## src/rtl/riscv_pkg.sv

```systemverilog
// ============================================================================
// Module : riscv_pkg
// Brief  : RV32 opcode constants, fetch NOP word and fetch FSM state type.
// Rev    : 1.0
// ============================================================================
`default_nettype none

package riscv_pkg;

  localparam logic [6:0] OP_R_TYPE = 7'b0110011;
  localparam logic [6:0] OP_LW     = 7'b0000011;
  localparam logic [6:0] OP_SW     = 7'b0100011;
  localparam logic [6:0] OP_BR     = 7'b1100011;
  localparam logic [6:0] OP_I_TYPE = 7'b0010011;
  localparam logic [6:0] OP_JAL    = 7'b1101111;
  localparam logic [6:0] OP_JALR   = 7'b1100111;
  localparam logic [6:0] OP_AUIPC  = 7'b0010111;
  localparam logic [6:0] OP_LUI    = 7'b0110111;

  localparam logic [31:0] NOP_INSTR = 32'h0000_0013;

  typedef enum logic [1:0] {
    S_REQ  = 2'd0,
    S_WAIT = 2'd1,
    S_HOLD = 2'd2
  } fetch_state_t;

endpackage

`default_nettype wire

```

## src/rtl/instr_fetch_unit.sv

```systemverilog
// ============================================================================
// Module : instr_fetch_unit
// Brief  : PC owner issuing single-outstanding imem fetches, presenting one
//          instruction at a time to the core, with execute-stage redirects.
// Rev    : 1.0
// ============================================================================
`default_nettype none

module instr_fetch_unit
  import riscv_pkg::*;
#(
  parameter int unsigned     XLEN      = 32,
  parameter logic [XLEN-1:0] RESET_PC  = '0,
  parameter logic [XLEN-1:0] NOP_INSTR = riscv_pkg::NOP_INSTR
) (
  input  logic            clk,
  input  logic            rst_n,
  output logic            imem_req_valid,
  input  logic            imem_req_ready,
  output logic [XLEN-1:0] imem_req_addr,
  input  logic            imem_rsp_valid,
  input  logic [XLEN-1:0] imem_rsp_data,
  output logic            instr_valid,
  input  logic            instr_ready,
  output logic [XLEN-1:0] instr,
  output logic [XLEN-1:0] instr_pc,
  output logic [6:0]      opcode,
  input  logic            redirect_valid,
  input  logic [XLEN-1:0] redirect_pc,
  output logic            misalign_err
);

  localparam logic [XLEN-1:0] C_PC_STEP = XLEN'(4);

  fetch_state_t    r_state;
  fetch_state_t    w_state_nx;
  logic [XLEN-1:0] r_pc;
  logic [XLEN-1:0] w_pc_nx;
  logic            r_drop;
  logic            w_drop_nx;
  logic            r_req_valid;
  logic            r_instr_valid;
  logic [XLEN-1:0] r_instr;
  logic [XLEN-1:0] r_instr_pc;
  logic            r_misalign;
  logic            w_hs;
  logic            w_load;
  logic            w_clear;
  logic [XLEN-1:0] w_redir_pc;

  assign w_hs       = r_req_valid && imem_req_ready;
  assign w_redir_pc = {redirect_pc[XLEN-1:2], 2'b00};

  always_comb begin
    w_state_nx = r_state;
    w_pc_nx    = r_pc;
    w_drop_nx  = r_drop;
    w_load     = 1'b0;
    w_clear    = 1'b0;
    unique case (r_state)
      S_REQ: begin
        if (w_hs) begin
          w_state_nx = S_WAIT;
          w_drop_nx  = redirect_valid;
        end
        if (redirect_valid) w_pc_nx = w_redir_pc;
      end
      S_WAIT: begin
        // A response coinciding with a redirect is the stale one being dropped.
        if (imem_rsp_valid) begin
          w_state_nx = S_REQ;
          w_drop_nx  = 1'b0;
          if (!r_drop && !redirect_valid) begin
            w_state_nx = S_HOLD;
            w_load     = 1'b1;
          end
        end else if (redirect_valid) begin
          w_drop_nx = 1'b1;
        end
        if (redirect_valid) w_pc_nx = w_redir_pc;
      end
      S_HOLD: begin
        if (redirect_valid) begin
          w_state_nx = S_REQ;
          w_clear    = 1'b1;
          w_pc_nx    = w_redir_pc;
        end else if (instr_ready) begin
          w_state_nx = S_REQ;
          w_clear    = 1'b1;
          w_pc_nx    = r_pc + C_PC_STEP;
        end
      end
      default: w_state_nx = S_REQ;
    endcase
  end

  always_ff @(posedge clk) begin
    if (!rst_n) begin
      r_state       <= S_REQ;
      r_pc          <= RESET_PC;
      r_drop        <= 1'b0;
      r_req_valid   <= 1'b0;
      r_instr_valid <= 1'b0;
      r_instr       <= NOP_INSTR;
      r_instr_pc    <= RESET_PC;
      r_misalign    <= 1'b0;
    end else begin
      r_state     <= w_state_nx;
      r_pc        <= w_pc_nx;
      r_drop      <= w_drop_nx;
      r_req_valid <= (w_state_nx == S_REQ);
      if (redirect_valid && (redirect_pc[1:0] != 2'b00)) r_misalign <= 1'b1;
      if (w_load) begin
        r_instr       <= imem_rsp_data;
        r_instr_pc    <= r_pc;
        r_instr_valid <= 1'b1;
      end else if (w_clear) begin
        r_instr       <= NOP_INSTR;
        r_instr_valid <= 1'b0;
      end
    end
  end

  assign imem_req_valid = r_req_valid;
  assign imem_req_addr  = r_pc;
  assign instr_valid    = r_instr_valid;
  assign instr          = r_instr;
  assign instr_pc       = r_instr_pc;
  assign opcode         = r_instr[6:0];
  assign misalign_err   = r_misalign;

endmodule

`default_nettype wire

```

## config.mk

```make
export PLATFORM = sky130hd
export DESIGN_NAME = instr_fetch_unit
export DESIGN_NICKNAME = d
export VERILOG_FILES = /design/src/rtl/riscv_pkg.sv /design/src/rtl/instr_fetch_unit.sv
export SDC_FILE = /design/constraint.sdc
export NUM_CORES = 1
export LEC_CHECK = 0
export ABC_AREA = 1
export CORE_ASPECT_RATIO = 1.2
export CORE_MARGIN = 4
export CORE_UTILIZATION = 48
export CTS_CLUSTER_DIAMETER = 60
export DETAILED_ROUTE_END_ITERATION = 7
export PLACE_DENSITY = 0.86
export SETUP_SLACK_MARGIN = 0.5
export SLEW_MARGIN = 20
export SYNTH_ARGS = -nofsm -noshare
export SYNTH_HDL_FRONTEND = slang
export SYNTH_SLANG_ARGS = --single-unit
export TNS_END_PERCENT = 30
```

## constraint.sdc

```tcl
create_clock -name clk -period 3.25 [get_ports clk]
set_clock_uncertainty 0.15 [all_clocks]
set_input_delay 0.325 -clock clk [delete_from_list [all_inputs] [get_ports clk]]
set_output_delay 0.325 -clock clk [all_outputs]
set_load 0.01 [all_outputs]
```

==> out/metrics.csv <==
metric,value,unit
outcome,"complete, no violations",
Yosys reg bits,98,
syn avg cell area,6.77,µm²
core area,9610,µm²
headroom to the max-slew limit,54.7,%
Final HPWL DP,11900,µm
Iteration-0 DRC Markers,356,
"top cells by area, synth","dfxtp_1 (41%), nand2_1 (14%), a21oi_1 (8.8%), o21ai_0 (6.7%), nand3_1 (6.6%)",
PwrDens,416,nW/µm²
Final Wtd Congestion,0.946,
top-count cell post-synth,nand2_1,
vias,5233,
post-cts gate resize count,0,
clock slew at reported path FFs,60,ps
post-synthesis sequential area ratio,41.3,%
# port buffers,171,
Routed WL,15700,µm
initial antenna violation count,0,
Cell variety after synth,35,
Cell Rows,39,
Starting Density,49.4,%
leakage,2.44,nW
CP startpoint,redirect_valid,
Congestion Overflow GR,0,
setup TNS,0,ps
RSZ-0062 raised after global routing,no,
Reg area,1960,µm²
final hold vios,0,
"Data required, critical path",3340,ps
cts bufs inserted,9,
die width,98.8,µm
clock sinks,98,
gate count after technology mapping,702,
layout cells sized above 1,5.62,%
synth warn,0,
CTS root buf,clkbuf_16,
Synth-to-Final Area Change,42.4,%
die area,11600,µm²
vias in the first global route,5106,
Final Non-Filler Cells,977,
Reg2Reg Setup Slack,1240,ps
Synth top area share,41.3,%
WS Path Type,primary input to flop,
Final nets,920,
Worst VDD drop,0.298,mV
Tightest Hold Check Type,flop to flop,
htree depth,3,
Min-Delay Path Depth,2,
worst path arrival time,2270,ps
cts hold-fix bufs,0,
ys flop type,dfxtp_1,
crit path max fanout,21,
Worst Hold Launch,misalign_err$_SDFFE_PN0P_,
Via density,5.36,
worst reg2reg path depth,9,
number of synthesized flops with an enable pin,0,
I/O pin count,176,
Slew @ Worst Pin,679,ps
crit end category,flop,
largest net degree at the start of global routing,45,
FILL cells,819,
Multi-input gate area,2330,µm²
Final Max Tran Viols,0,
"Period Utilization, post-route",67.0,%
ys async rst share,0,%
most frequent cells after synthesis,"nand2_1 (178), dfxtp_1 (98), a21oi_1 (84), nor2_1 (67), o21ai_0 (64)",
Final setup viols,0,
Worst-Skew Late Latency,340,ps
fmax,459,MHz
dominant cell type by area after synthesis,dfxtp_1,
mapped cell area,4750,µm²
Wirelength per Cell,16.1,µm
Period minus WS final,2180,ps
Post-Place Cells,961,
# DRC,0,
reg2reg end,imem_req_addr[12]$_SDFFE_PN0P_,
drt pass-1 iters,5,
clk buf depth,2,
Worst setup SP type,primary input,
end of the worst hold path,misalign_err$_SDFFE_PN0P_,
Die H,117,µm
setup bufs post-CTS,0,
Max Cap Viol,0,
TritonCTS clock tree,built,
GRT Resource Usage Total,27.1,%
global-route wire length before repair,25200,µm
ant diodes,0,
worst r2r src,imem_req_addr[3]$_SDFFE_PN0P_,
antenna-violating nets left,0,
[final cells by class]
| cell class | instances | share of cell area (%) |
|---|---|---|
| clock buffer | 10 | 3.38 |
| clock inverter | 6 | 1.40 |
| inverter | 52 | 2.88 |
| multi-input combinational | 506 | 34.4 |
| sequential | 98 | 29.0 |
| tap | 123 | 2.27 |
| timing repair buffer | 182 | 26.7 |
[flip-flops by register name, indices dropped and copies added (netlist names)]
name and cells:
instr_valid 1, misalign_err 1, instr 32, instr_pc 30, imem_req_valid 1, r_drop 1
r_state 2, imem_req_addr 30
[per-layer routing]
layer,vias to the layer above,track usage [%],routed length [µm]
met4,0,10.1,353
met5,-,0,0
li1,2573,-,-
met1,2401,32.0,6180
met2,228,48.7,7930
met3,31,5.22,1240
[cell usage in the layout (no fill, tap or decap), drive strengths merged, types with 6 or more instances in the layout]
master	n
nand2	181
clkdlybuf4s50	171
dfxtp	98
a21oi	85
nor2	73
o21ai	66
nand3	64
inv	54
buf	11
clkbuf	10
or2	7
nand4	6
[worst max-delay path: stages]
cell and delay [ps]:
clkdlybuf4s50_1 620, o21ai_4 250, o21ai_2 70, buf_4 190
inv_1 520, a21oi_1 100, a211oi_1 200
[worst max path at each step]
stage,to,cells past startpoint
3_3_place_gp,imem_req_addr[8]$_SDFFE_PN0P_,7
2_1_floorplan,imem_req_addr[22]$_SDFFE_PN0P_,10
3_5_place_dp,imem_req_addr[6]$_SDFFE_PN0P_,7
4_1_cts,imem_req_addr[6]$_SDFFE_PN0P_,7
6_report,imem_req_addr[6]$_SDFFE_PN0P_,7
5_1_grt,imem_req_addr[21]$_SDFFE_PN0P_,8
[logic make-up after synthesis]
family,Yosys count,synth area share (%)
mux,1,0.211
compound gates,163,18.1
simple gates,336,29.9
fa+ha+maj,1,0.263
xor+xnor,1,0.184
other cells,1,0.0789
buf+inv,101,9.98
flops,98,41.3
[where the power goes]
group / switching [mW] / leakage [nW] / internal [mW]
Clock: 0.472 / 0.158 / 0.685
Sequential: 0.0526 / 0.798 / 1.24
Combinational: 0.168 / 1.49 / 0.196
Total: 0.693 / 2.44 / 2.12
[stage by stage]
stage	hold WS [ps]	util (%)	power, mW	worst slack [ps]	instance area (µm²)
finish	301	70.4	2.82	1070	6770
global route	325	70.4	2.92	903	6770
CTS	302	70.4	2.83	1110	6770
detailed placement	291	67.1	1.68	755	6450
global placement	289	67.1	1.68	836	6450
floorplan	313	-	1.47	1580	4760
Note: power is estimated with default switching activity, not from simulation.
